===== config.mk =====
export PLATFORM = sky130hd
export DESIGN_NAME = rf_write_arbiter
export DESIGN_NICKNAME = d
export VERILOG_FILES = /design/src/rtl/rf_write_arbiter.sv
export SDC_FILE = /design/constraint.sdc
export NUM_CORES = 1
export LEC_CHECK = 0
export BUFFER_PORTS_ARGS = -buffer_cell sky130_fd_sc_hd__buf_2
export CORE_ASPECT_RATIO = 0.75
export CORE_MARGIN = 5
export CORE_UTILIZATION = 31
export DETAILED_ROUTE_END_ITERATION = 10
export PLACE_DENSITY = 0.51
export SYNTH_ARGS = -nofsm -noshare
export SYNTH_HDL_FRONTEND = slang
export SYNTH_SLANG_ARGS = --single-unit

===== constraint.sdc =====
create_clock -name clk -period 2.29 [get_ports clk]
set_input_delay 0.458 -clock clk [delete_from_list [all_inputs] [get_ports clk]]
set_output_delay 0.458 -clock clk [all_outputs]
set_load 0.02 [all_outputs]

===== src/rtl/rf_write_arbiter.sv =====
// Register-file write-port arbiter.
// Shares one RF write port between the pipeline write-back path, a small FIFO
// of multi-cycle unit results, and a debug/loader port. The pipeline wins by
// default; a starvation guard periodically steals one pipeline cycle so that
// buffered results drain.
module rf_write_arbiter #(
    parameter int DEPTH        = 4,
    parameter int STARVE_LIMIT = 3
) (
    input  logic                   clk,
    input  logic                   reset,
    input  logic                   wb_we_in,
    input  logic [3:0]             wb_addr_in,
    input  logic [31:0]            wb_data_in,
    input  logic                   aux_valid,
    output logic                   aux_ready,
    input  logic [3:0]             aux_addr,
    input  logic [31:0]            aux_data,
    input  logic                   dbg_req,
    input  logic [3:0]             dbg_addr,
    input  logic [31:0]            dbg_data,
    output logic                   dbg_ack,
    output logic                   rf_we,
    output logic [3:0]             rf_addr,
    output logic [31:0]            rf_data,
    output logic                   pipe_stall,
    output logic [$clog2(DEPTH):0] fifo_count
);

    localparam int AW = $clog2(DEPTH);
    localparam int CW = AW + 1;
    localparam int SW = $clog2(STARVE_LIMIT + 1);
    localparam logic [CW-1:0] FULL_COUNT = CW'(DEPTH);
    localparam logic [SW-1:0] STARVE_MAX = SW'(STARVE_LIMIT);

    typedef enum logic [1:0] {
        GRANT_NONE,
        GRANT_WB,
        GRANT_AUX,
        GRANT_DBG
    } grant_e;

    logic [3:0]    mem_addr_q [DEPTH];
    logic [31:0]   mem_data_q [DEPTH];
    logic [AW-1:0] rd_ptr_q, rd_ptr_d;
    logic [AW-1:0] wr_ptr_q, wr_ptr_d;
    logic [CW-1:0] count_q, count_d;
    logic [SW-1:0] starve_q, starve_d;
    logic          stall_q, stall_d;
    logic [3:0]    last_addr_q;
    logic [31:0]   last_data_q;

    grant_e        grant;
    logic          fifo_empty;
    logic          fifo_ready;
    logic          push;
    logic          pop;
    logic [3:0]    sel_addr;
    logic [31:0]   sel_data;

    // Readiness deliberately ignores a same-cycle pop so aux_ready has no
    // combinational path from the grant logic.
    assign fifo_empty = (count_q == '0);
    assign fifo_ready = (count_q != FULL_COUNT);
    assign push       = aux_valid && fifo_ready;

    // Fixed-priority grant: forced drain slot, pipeline, buffered result, debug.
    always_comb begin
        grant = GRANT_NONE;
        if (stall_q && !fifo_empty) begin
            grant = GRANT_AUX;
        end else if (wb_we_in && !stall_q) begin
            grant = GRANT_WB;
        end else if (!fifo_empty) begin
            grant = GRANT_AUX;
        end else if (dbg_req) begin
            grant = GRANT_DBG;
        end
    end

    assign pop = (grant == GRANT_AUX);

    // Steer the granted source onto the write port, otherwise hold the last write.
    always_comb begin
        sel_addr = last_addr_q;
        sel_data = last_data_q;
        case (grant)
            GRANT_WB: begin
                sel_addr = wb_addr_in;
                sel_data = wb_data_in;
            end
            GRANT_AUX: begin
                sel_addr = mem_addr_q[rd_ptr_q];
                sel_data = mem_data_q[rd_ptr_q];
            end
            GRANT_DBG: begin
                sel_addr = dbg_addr;
                sel_data = dbg_data;
            end
            default: begin
                sel_addr = last_addr_q;
                sel_data = last_data_q;
            end
        endcase
    end

    // Outputs are forced quiet while reset is held, even if sources are active.
    assign rf_we      = reset && (grant != GRANT_NONE);
    assign rf_addr    = reset ? sel_addr : last_addr_q;
    assign rf_data    = reset ? sel_data : last_data_q;
    assign dbg_ack    = reset && (grant == GRANT_DBG);
    assign aux_ready  = reset && fifo_ready;
    assign pipe_stall = stall_q;
    assign fifo_count = count_q;

    // Next-state for FIFO bookkeeping, starvation counter and the stall slot.
    always_comb begin
        rd_ptr_d = rd_ptr_q;
        wr_ptr_d = wr_ptr_q;
        count_d  = count_q;
        starve_d = starve_q;
        if (push) begin
            wr_ptr_d = wr_ptr_q + AW'(1);
        end
        if (pop) begin
            rd_ptr_d = rd_ptr_q + AW'(1);
        end
        if (push && !pop) begin
            count_d = count_q + CW'(1);
        end else if (!push && pop) begin
            count_d = count_q - CW'(1);
        end
        if (fifo_empty || pop) begin
            starve_d = '0;
        end else if (starve_q != STARVE_MAX) begin
            starve_d = starve_q + SW'(1);
        end
        stall_d = (starve_d == STARVE_MAX);
    end

    // Control state and the last-granted write, cleared by reset.
    always_ff @(posedge clk or negedge reset) begin
        if (!reset) begin
            rd_ptr_q    <= '0;
            wr_ptr_q    <= '0;
            count_q     <= '0;
            starve_q    <= '0;
            stall_q     <= 1'b0;
            last_addr_q <= '0;
            last_data_q <= '0;
        end else begin
            rd_ptr_q    <= rd_ptr_d;
            wr_ptr_q    <= wr_ptr_d;
            count_q     <= count_d;
            starve_q    <= starve_d;
            stall_q     <= stall_d;
            last_addr_q <= sel_addr;
            last_data_q <= sel_data;
        end
    end

    // FIFO storage; contents are meaningless once the pointers are reset.
    always_ff @(posedge clk) begin
        if (push) begin
            mem_addr_q[wr_ptr_q] <= aux_addr;
            mem_data_q[wr_ptr_q] <= aux_data;
        end
    end

endmodule


After elaboration in Yosys (flattened, before gate mapping)

Memory sizes are Yosys's and may differ from the RTL's.
Cells that the tools add are included.

Register bits after elaboration: 46
Bits in latches: 0
Memory bits (writable): 144
Bits in read-only memories: 0
Output and inout bits: 43
Logic and storage cells: 50
Memories: 2

$add $sub $neg: 5
$mul: 0
Divide/modulo/power cells: 0
$lt $le $gt $ge: 0
Equality and inequality tests: 6
Shift-type cells: 0
Mux-type cells: 14
Bitwise operators: 0
Reduce and logical (&&, ||, !) cells: 16

Memory list:

| memory     | depth | bits a word | rd ports | clocked after Yosys merged registers in | write ports | RTL line | RTL |
|---|---|---|---|---|---|---|---|
| mem_data_q | 4     | 32          | 1        | 0                                       | 1           | 44       | `logic [31:0] mem_data_q [DEPTH];` |
| mem_addr_q | 4     | 4           | 1        | 0                                       | 1           | 43       | `logic [3:0] mem_addr_q [DEPTH];` |

Operators by type and width:

| cell                | number |
|---|---|
| $pmux 32 s3         | 1 |
| $mux 32             | 1 |
| $mux 2              | 6 |
| $pmux 4 s3          | 1 |
| $logic_and 1x1->1   | 8 |
| $add 2x1->2 const B | 3 |
| $eq 2x2->1 const B  | 3 |
| $mux 3              | 2 |
| $logic_not 1->1     | 4 |
| $mux 4              | 1 |
| $reduce_bool 2->1   | 2 |
| $add 3x1->3 const B | 1 |
| $logic_not 3->1     | 1 |
| $ne 3x3->1 const B  | 1 |
| $sub 3x1->3 const B | 1 |
| $eq 2x1->1 const B  | 1 |
| $mux 1              | 2 |
| $ne 2x2->1 const B  | 1 |
| $logic_or 1x1->1    | 1 |

Depth between registers and ports, before layout

Gate-level depths: netlist of run 1.

Word-level depth: 8
Gate-level depth with buffers: 11

Worst setup path after synthesis of run 1

OpenSTA, ideal clock, no wires.

Kind: reg-to-output
Start: register count_q[0] (netlist: fifo_count[0])
End: output rf_data[10]
Arrival time: 2.085 ns
Data required time: 1.832 ns
Slack: -0.253 ns
Cell stages (with the launch flop): 7
Path buffers: 3
Path through: dfrtp_1 or3_1 buf_6 and3_4 buf_6 buf_8 a222oi_1

Cells in the longest elaborated chain, start to end: 7
Elaborated cells between the ends (all ways): 11
Those cells by class: 3 x eq/ne; 5 x mux; 3 x reduce/logical

Ends and longest elaborated chain:

| element                                     | RTL line | RTL |
|---|---|---|
| from (decl)                                 | 47       | `logic [CW-1:0] count_q, count_d;` |
| from (signal assigned)                      | 154      | `count_q <= count_d;` |
| $logic_not 3->1 *                           | 63       | `assign fifo_empty = (count_q == '0);` |
| $mux 2 or $logic_not 1->1 (tied branches)   | n/a      |  |
| $mux 2 or $logic_and 1x1->1 (tied branches) | 72, 70   |  |
| $mux 2 *                                    | 70       | `if (stall_q && !fifo_empty) begin` |
| $eq 2x2->1 or $eq 2x1->1 (tied branches)    | 87       | `case (grant)` |
| $pmux 32 s3 *                               | 87       |  |
| $mux 32 *                                   | 110      | `assign rf_data = reset ? sel_data : last_data_q;` |
| to (decl)                                   | 25       | `output logic [31:0] rf_data,` |

Mark *: on every way between the ends. The rest lies on a longest branch, timed or not.

Worst setup path after layout of run 1

Start: register count_q[1] (netlist: fifo_count[1])
End: output rf_data[6]

The elaborated chain is that of the path after synthesis.

==> results.py, run 1 <==
metrics = {
    "run_status": {
        "status": "finished, violations left",
        "violations": "setup timing",
    },
    "place": {
        "dp_hpwl_microns": 18900,
        "postPlaceCellArea_sq_um": 10900,
        "place_congestion": 0.768,
        "port_buffers": 155,
        "dp_slack_ns": -0.160,
    },
    "routing": {
        "drtIter0Drc": 706,
        "firstDrtPassIters": 8,
        "vias": 6726,
        "drc": 0,
        "routed_wl_microns": 28600,
        "vias_per_cell": 5.23,
        "wl_per_cell_microns": 22.3,
        "ant_nets": 0,
    },
    "worst_setup_path": {
        "rr_worst_depth": 10,
        "endpoint_kind": "output pin",
        "rrSetupSlack_ns": 0.06,
        "cp-start-kind": "flop",
        "crit_fanout": 7,
        "r2r_start": "fifo_count[1]",
        "r2r-end": "fifo_count[2]",
        "cp.arrival_ns": 2.34,
        "path_class": "reg -> out",
        "critPathRequiredTime_ns": 1.83,
    },
    "power": {
        "ir_worst_vdd_mv": 0.550,
        "power.density_nw_per_um2": 1160,
        "p_leak_uw": 0.00489,
    },
    "clocking": {
        "cts_max_level": 4,
        "root_buffer": "clkbuf_16",
        "cts_tree": "built",
        "cts.clk_slew.worst_paths_ns": 0.08,
        "clock-sinks": 190,
        "clockBufferDepth": 2,
        "hold_buffers": 0,
        "insertion_delay_ns": 0.45,
        "cts_made_buffers": 17,
    },
    "logic_synthesis": {
        "ys_warn_count": 0,
        "ys_types": 35,
        "syn-num-nets": 805,
        "synthesis.area_sq_um": 9250,
        "ys_seq_elements": 190,
        "synth_area_per_cell_sq_um": 13.5,
        "yosysSeqAreaShare": 0.592,
        "postSynthCellCount": 686,
    },
    "final_layout": {
        "design_area_sq_um": 12100,
        "multi_input_area_sq_um": 3530,
        "drive_gt1_frac": 0.480,
        "register_area_sq_um": 5480,
        "post-route-util": 0.415,
        "nets": 995,
        "n_fill_cell": 2685,
        "final_common_cell": "buf_2",
        "area_growth_pct": 31.3,
        "final_cell_mix": "buf_2, edfxtp_1, inv_1",
    },
    "floorplan": {
        "io-pin-count": 156,
        "row_count": 54,
        "die_w_microns": 209,
        "start_util": 0.316,
        "dieHeight_microns": 160,
        "die_area_sq_um": 33400,
        "coreArea_sq_um": 29300,
    },
    "timing": {
        "hold_ws_ns": 0.0468,
        "worst_slew_pin_slew_ns": 0.639,
        "setup_ws_ns": -0.505,
        "finalSetupViolCount": 37,
        "clock_skew_ns": 0.0228,
        "hold_viol_final": 0,
        "period_share": 1.22,
        "rsz0062_at_grt": "yes",
        "min_period_ns": 2.80,
        "slew_violations": 0,
        "slew_headroom": 0.574,
        "fmax_mhz": 358,
    },
    "global_route": {
        "grt_max_degree": 39,
        "grt-busiest-layer": "met1",
        "globalRouteMet3Util": 0.0530,
        "grt_use_total": 0.166,
        "grt_use_met2": 0.235,
        "grt_pass1_wl_microns": 42400,
        "antenna_found_initial": 14,
        "grt.met1_usage": 0.246,
        "grt_pass1_vias": 6652,
        "overflow": 0,
    },
    "hold_path": {
        "min_path_type": "in -> async",
    },
    "run": {
        "max-cap-violations": 0,
    },
}
[cell usage after synthesis, drive strengths merged]
master  instances  area, sq um
a21boi          2         15.0
a222oi         36          360
and2            4         25.0
and2b           1         7.51
and3            2         17.5
and4            1         8.76
buf            33          240
clkbuf         26         97.6
dfrtp          46         1150
edfxtp        144         4320
fa              1         20.0
ha              5         62.6
inv            77          289
mux2           38          428
mux4           36          811
nand2          37          139
nand2b          1         6.26
nand3           1         5.00
nor2           39          146
nor2b           1         6.26
nor3            3         15.0
o21ai          72          360
o31ai           1         21.3
o41ai          36          315
or3             1         6.26
or3b           36          315
xnor2           4         35.0
xor2            2         17.5
[state kept, by name, indices dropped and copies added, names as in the netlist]
signal and flops:
last_addr_q 4, rd_ptr_q 2, wr_ptr_q 2, pipe_stall 1
mem_addr_q 16, last_data_q 32, starve_q 2, mem_data_q 128
fifo_count 3
[critical path, cell delays in order (launching register included)]
cell	delay, ns
dfrtp_2	0.40
or3_4	0.41
and3_4	0.19
buf_12	0.16
a222oi_1	0.47
buf_2	0.26
[through the flow]
step / std cells / TNS, ns / power [uW]
2_1_floorplan: 686 / -5.73 / 8640
3_3_place_gp: 1233 / -2.46 / 10800
3_5_place_dp: 1233 / -3.25 / 10800
4_1_cts: 1274 / -17.10 / 13900
5_1_grt: 1284 / -18.66 / 15000
6_report: 1285 / -15.17 / 14100
[final cells by class]
cell class	instances	area share
tap	392	0.0404
timing repair buffer	230	0.145
multi-input combinational	360	0.291
inverter	77	0.0238
sequential	190	0.451
clock inverter	15	0.0124
antenna	4	0.000824
clock buffer	17	0.0350
[power by group]
part	internal, uW	switching, uW
registers	4670	366
clock network	1440	1430
logic	2800	3420
[logic make-up (layout without fill, tap and decap cells)]
group	Yosys count	after routing	share of synthesized area
adders and majority gates	6	6	0.00893
muxes	74	74	0.134
xor gates and xnor gates	6	6	0.00568
and+or+nand+nor	127	127	0.0755
buffers and inverters	136	339	0.0678
other	0	4	0
AOI/OAI and AO/OA	147	147	0.116
DFF	190	190	0.592
[repair_timing]
action	4_1_cts	5_1_grt
setup endpoints to repair	38	38
cloned	2	2
buffers inserted	9	5
pin swaps	14	23
gates resized for setup	28	45
[worst max path at each step]
| stage | startpoint | cells after the start | end |
|---|---|---|---|
| final | fifo_count[1] | 5 | rf_data[6] |
| after global placement | fifo_count[1] | 5 | rf_data[31] |
| after floorplan | fifo_count[1] | 6 | rf_data[10] |
| after detailed placement | fifo_count[1] | 5 | rf_data[31] |
| after CTS | fifo_count[0] | 6 | rf_data[31] |
| after global routing | pipe_stall | 6 | rf_data[3] |
[metal layers]
| layer | wire length (microns) | vias up |
|---|---|---|
| met4 | 397 | 20 |
| li1 | - | 3012 |
| met3 | 2310 | 49 |
| met2 | 12500 | 251 |
| met1 | 13300 | 3394 |
| met5 | 116 | - |
Note: power is estimated with default switching activity, not from simulation.
==> run 2, diff against run 1 <==
- CORE_UTILIZATION: 31 -> 45
- PLACE_DENSITY: 0.51 -> 0.76
==> run 2 against run 1 <==
The flow still finishes with violations (setup timing). Global-route usage up 5.6 points. Cell count down 11%. Clock skew down 0.013 ns. Core utilization up 15 points. Routed wire length down 9.8%. First-iteration DRC count up 26%. Register-to-register slack better by 0.05 ns. Critical endpoint is now rf_data[5]. Largest power group unchanged. Highest routed layer unchanged.
==> results.py, run 2 (same netlist as run 1, synthesis figures left out) <==
metrics = {
    "worst_setup_path": {
        "slowest_delay_ns": 0.42,
        "crit_fanout": 5,
        "path_class": "reg -> out",
        "r2r-end": "fifo_count[2]",
        "rr_worst_depth": 9,
        "endpoint_kind": "output pin",
        "cpMaxStageDelayCell": "or3_4",
        "rrSetupSlack_ns": 0.11,
        "critPathRequiredTime_ns": 1.83,
        "cp.arrival_ns": 2.31,
        "cp-start-kind": "flop",
        "r2r_start": "fifo_count[0]",
        "worstPathCellList": "or3_4, and3_4, buf_12, buf_12, a222oi_1, buf_2",
        "path_common_cell": "buf_12",
    },
    "clocking": {
        "root_buffer": "clkbuf_16",
        "insertion_delay_ns": 0.44,
        "cts_made_buffers": 17,
        "clockBufferDepth": 2,
        "cts_max_level": 4,
        "hold_buffers": 0,
        "clock-sinks": 190,
        "cts_tree": "built",
        "cts.clk_slew.worst_paths_ns": 0.07,
    },
    "power": {
        "p_leak_uw": 0.00458,
        "power.density_nw_per_um2": 1190,
        "sw_frac_of_total": 0.355,
        "internal_power_uw": 8760,
        "power_switching_uw": 4820,
        "power_frac_comb": 0.413,
        "seq_power_share": 0.372,
        "ir_worst_vdd_mv": 0.583,
        "power_uw": 13600,
        "clkPwrFrac": 0.216,
    },
    "timing": {
        "worst_slew_pin_slew_ns": 0.548,
        "slew_violations": 0,
        "rsz0062_at_grt": "yes",
        "hold_ws_ns": 0.0658,
        "clock_skew_ns": 0.00936,
        "period_share": 1.21,
        "hold_viol_final": 0,
        "slew_headroom": 0.635,
        "fmax_mhz": 361,
        "fin_tns_setup_ns": -15.17,
        "min_period_ns": 2.77,
        "finalSetupViolCount": 37,
        "setup_ws_ns": -0.480,
    },
    "final_layout": {
        "final_common_cell": "buf_2",
        "final_cell_mix": "buf_2, edfxtp_1, inv_1",
        "top_register": "mem_data_q",
        "post-route-util": 0.566,
        "register_area_sq_um": 5480,
        "nets": 989,
        "top_regs": "mem_data_q x128, last_data_q x32, mem_addr_q x16",
        "multi_input_area_sq_um": 3220,
        "design_area_sq_um": 11400,
        "drive_gt1_frac": 0.439,
        "area_growth_pct": 23.7,
        "n_fill_cell": 1638,
        "antenna_cells": 0,
        "largest_reg_flops": 128,
    },
    "floorplan": {
        "coreArea_sq_um": 20200,
        "start_util": 0.457,
        "row_count": 45,
        "io-pin-count": 156,
        "die_area_sq_um": 23500,
        "die_w_microns": 176,
        "dieHeight_microns": 134,
    },
    "hold_path": {
        "min_path_type": "in -> async",
    },
    "routing": {
        "drtIter0Drc": 887,
        "vias": 6775,
        "drc": 0,
        "vias_per_cell": 5.94,
        "wl_per_cell_microns": 22.6,
        "routed_wl_microns": 25800,
        "ant_nets": 0,
        "firstDrtPassIters": 6,
    },
    "place": {
        "postPlaceCellArea_sq_um": 10700,
        "port_buffers": 155,
        "dp_hpwl_microns": 17600,
        "place_congestion": 0.837,
    },
    "global_route": {
        "grt_max_degree": 42,
        "grt_pass1_vias": 6795,
        "grt_pass1_wl_microns": 39500,
        "overflow": 0,
        "antenna_found_initial": 13,
        "grt_use_total": 0.222,
    },
    "run_status": {
        "violations": "setup timing",
        "status": "finished, violations left",
    },
    "run": {
        "max-cap-violations": 0,
    },
}
## run 2: cell types whose count changed in the layout (fill, tap and decap cells not counted), sizes merged
cell	previous run	this run
bufinv	0	2
inv	83	80
clkbuf	19	20
buf	228	224
clkinvlp	4	2
diode	4	0
## run 2: what timing repair did
item | 4_1_cts | 5_1_grt
pin swaps | 6 | 15
endpoints found under the setup margin | 39 | 38
cloned | 0 | 0
setup buffers | 8 | 1
resized for setup | 6 | 12
## run 2: per-stage QoR
step                      cells  setup WS, ns
after global routing       1141        -0.535
after floorplan             686        -0.207
after detailed placement   1102        -0.126
final                      1141        -0.480
after global placement     1102       -0.0899
after CTS                  1142        -0.472
## run 2: worst max path at each step
| stage | from | to |
|---|---|---|
| floorplan | fifo_count[1] | rf_data[10] |
| global placement | fifo_count[1] | rf_data[5] |
| detailed placement | fifo_count[1] | rf_data[5] |
| CTS | fifo_count[0] | rf_data[5] |
| global route | fifo_count[0] | rf_data[27] |
| finish | fifo_count[0] | rf_data[5] |
## run 2: final cells by class
cell class                 instances  area share
clock buffer                      20      0.0391
clock inverter                    12      0.0118
inverter                          77      0.0257
multi-input combinational        360       0.282
sequential                       190       0.480
tap                              258      0.0282
timing repair buffer             224       0.134
## run 2: power by group through the flow
stage | clock, uW | combinational (uW) | sequential (uW)
finish | 2930 | 5600 | 5040
global route | 3130 | 6060 | 5130
CTS | 2970 | 5580 | 5040
detailed placement | 0 | 5450 | 5100
global placement | 0 | 5370 | 5050
floorplan | 0 | 3640 | 5010
## run 2: per-layer routing
layer,vias to the layer above,part of all wire,GRT usage
met5,-,0.0062,0
li1,2989,-,-
met3,52,0.10,0.0797
met1,3366,0.42,0.301
met2,344,0.46,0.349
met4,24,0.011,0.0481
## run 2: critical path, delay by kind of cell, from the launching register on
family	cells	cell delay, ns
simple gates	2	0.63
compound gates	1	0.35
flops	1	0.40
buf+inv	3	0.50
==> run 3, diff against run 2 <==
- CAP_MARGIN: unset -> 20
- PLACE_DENSITY: 0.76 -> 0.73
- clock period: 2.29 -> 3.1 ns (I/O delays scaled with it)
==> run 3 against run 2 <==
The run now ends clean. Sequential share of layout area increased by 1.8 points. Worst hold slack improved by 0.0049 ns. Design area shrank 3.7%. Routed wire length fell by 4.0%. Register-to-register slack better by 0.55 ns. Count of clock-buffer cells in the layout shrank 3. Sequential cell count is the same. Total power is 29% lower. First-iteration DRC count up 17%. Via count shrank 2.7%. Worst setup slack better by 0.53 ns. Clock power fell by 29%. Critical endpoint is now rf_data[29].
==> results.py, run 3 (same netlist as run 1, synthesis figures left out) <==
metrics = {
    "global_route": {
        "overflow": 0,
        "grt_max_degree": 50,
        "grt_pass1_wl_microns": 37700,
        "antenna_found_initial": 17,
        "grt_pass1_vias": 6329,
        "grt_use_total": 0.210,
    },
    "final_layout": {
        "design_area_sq_um": 11000,
        "nets": 954,
        "top_regs": "mem_data_q x128, last_data_q x32, mem_addr_q x16",
        "area_growth_pct": 19.1,
        "final_cell_mix": "buf_2, edfxtp_1, inv_1",
        "drive_gt1_frac": 0.413,
        "largest_reg_flops": 128,
        "top_register": "mem_data_q",
        "n_fill_cell": 1643,
        "final_common_cell": "buf_2",
    },
    "worst_setup_path": {
        "worstPathCellList": "or3_4, buf_4, and3_2, buf_4, a222oi_1, buf_2",
        "cpMaxStageDelayCell": "dfrtp_2",
        "crit_fanout": 6,
        "path_common_cell": "buf_4",
        "r2r_start": "fifo_count[2]",
        "critPathRequiredTime_ns": 2.48,
        "r2r-end": "fifo_count[2]",
        "endpoint_kind": "output pin",
        "cp.arrival_ns": 2.43,
        "path_class": "reg -> out",
        "rrSetupSlack_ns": 0.66,
        "cp-start-kind": "flop",
        "rr_worst_depth": 9,
        "path_buf_inv": 3,
        "path_delay_family": "simple AND/OR/NAND/NOR gates",
        "slowest_delay_ns": 0.45,
    },
    "clocking": {
        "root_buffer": "clkbuf_16",
        "clockBufferDepth": 2,
        "cts_tree": "built",
        "cts_max_level": 4,
        "cts_made_buffers": 17,
        "clock-sinks": 190,
        "cts.clk_slew.worst_paths_ns": 0.07,
        "insertion_delay_ns": 0.43,
    },
    "timing": {
        "finalSetupViolCount": 0,
        "clock_skew_ns": 0.0104,
        "worst_slew_pin_slew_ns": 0.610,
        "rsz0062_at_grt": "no",
        "fmax_mhz": 327,
        "hold_viol_final": 0,
        "slew_violations": 0,
        "fin_tns_setup_ns": 0,
        "period_share": 0.985,
        "slew_headroom": 0.593,
        "min_period_ns": 3.05,
    },
    "routing": {
        "ant_nets": 0,
        "wl_per_cell_microns": 22.3,
        "routed_wl_microns": 24800,
        "vias": 6591,
        "drc": 0,
        "drtIter0Drc": 1036,
        "vias_per_cell": 5.93,
        "firstDrtPassIters": 8,
    },
    "run_status": {
        "status": "completed",
    },
    "hold_path": {
        "min_path_type": "in -> async",
    },
    "power": {
        "internal_power_uw": 6150,
        "seq_power_share": 0.388,
        "clkPwrFrac": 0.215,
        "ir_worst_vdd_mv": 0.398,
        "power_uw": 9620,
        "p_leak_uw": 0.00435,
        "power_switching_uw": 3470,
        "sw_frac_of_total": 0.361,
        "power_frac_comb": 0.396,
        "power.density_nw_per_um2": 874,
    },
    "floorplan": {
        "row_count": 45,
        "start_util": 0.457,
        "coreArea_sq_um": 20200,
        "io-pin-count": 156,
        "dieHeight_microns": 134,
        "die_area_sq_um": 23500,
        "die_w_microns": 176,
    },
    "place": {
        "place_congestion": 0.794,
        "port_buffers": 155,
        "dp_hpwl_microns": 15900,
        "postPlaceCellArea_sq_um": 10300,
    },
    "run": {
        "max-cap-violations": 0,
    },
}
run 3: cell types whose count changed in the layout (fill, tap and decap cells not counted), moves of 2 or more:
cell,previous run,this run
buf_4,49,25
diode_2,0,5
buf_6,7,2
clkinvlp_4,2,4
buf_12,16,7
clkbuf_1,2,0
run 3: per-stage QoR:
step | instances | utilization | setup WS [ns] | hold slack, ns
6_report | 1111 | 0.545 | 0.0456 | 0.0706
4_1_cts | 1102 | 0.540 | 0.00184 | 0.0386
3_5_place_dp | 1069 | 0.511 | 0.289 | 0.501
2_1_floorplan | 686 | - | 0.395 | 0.324
5_1_grt | 1111 | 0.545 | 0.00234 | 0.0448
3_3_place_gp | 1069 | 0.511 | 0.346 | 0.498
run 3: power groups by stage:
stage / registers, uW / clock network (uW) / logic [uW]
5_1_grt: 3800 / 2230 / 4160
6_report: 3740 / 2070 / 3820
3_5_place_dp: 3780 / 0 / 3720
4_1_cts: 3730 / 2110 / 3760
2_1_floorplan: 3700 / 0 / 2650
3_3_place_gp: 3750 / 0 / 3680
run 3: worst max path at each step:
stage,from,endpoint,cells after the start
3_5_place_dp,dbg_req,rf_data[3],6
4_1_cts,fifo_count[0],rf_data[0],5
2_1_floorplan,wb_we_in,rf_data[10],6
5_1_grt,fifo_count[2],rf_data[29],6
3_3_place_gp,fifo_count[0],rf_data[0],5
6_report,fifo_count[2],rf_data[29],6
run 3: layout make-up:
class / count / area [sq um] / area share
Clock inverter: 15 / 136 / 0.0124
Antenna cell: 5 / 12.5 / 0.00114
Clock buffer: 17 / 425 / 0.0386
Timing Repair Buffer: 187 / 1120 / 0.101
Tap cell: 258 / 323 / 0.0293
Inverter: 77 / 289 / 0.0263
Multi-Input combinational cell: 362 / 3230 / 0.293
Sequential cell: 190 / 5480 / 0.498
run 3: what timing repair did:
action,CTS,global route
pin swaps,1,3
setup buffers,0,3
endpoints found under the setup margin,27,25
hold buffers,0,0
cloned,1,1
hold endpoints to repair,0,0
gates resized for setup,2,11
run 3: per-layer routing:
layer / wire length [microns] / GRT usage / vias to the layer above
met1: 9890 / 0.293 / 3173
li1: - / - / 2934
met2: 11000 / 0.299 / 394
met4: 720 / 0.0866 / 24
met3: 3010 / 0.0747 / 66
met5: 151 / 0 / -
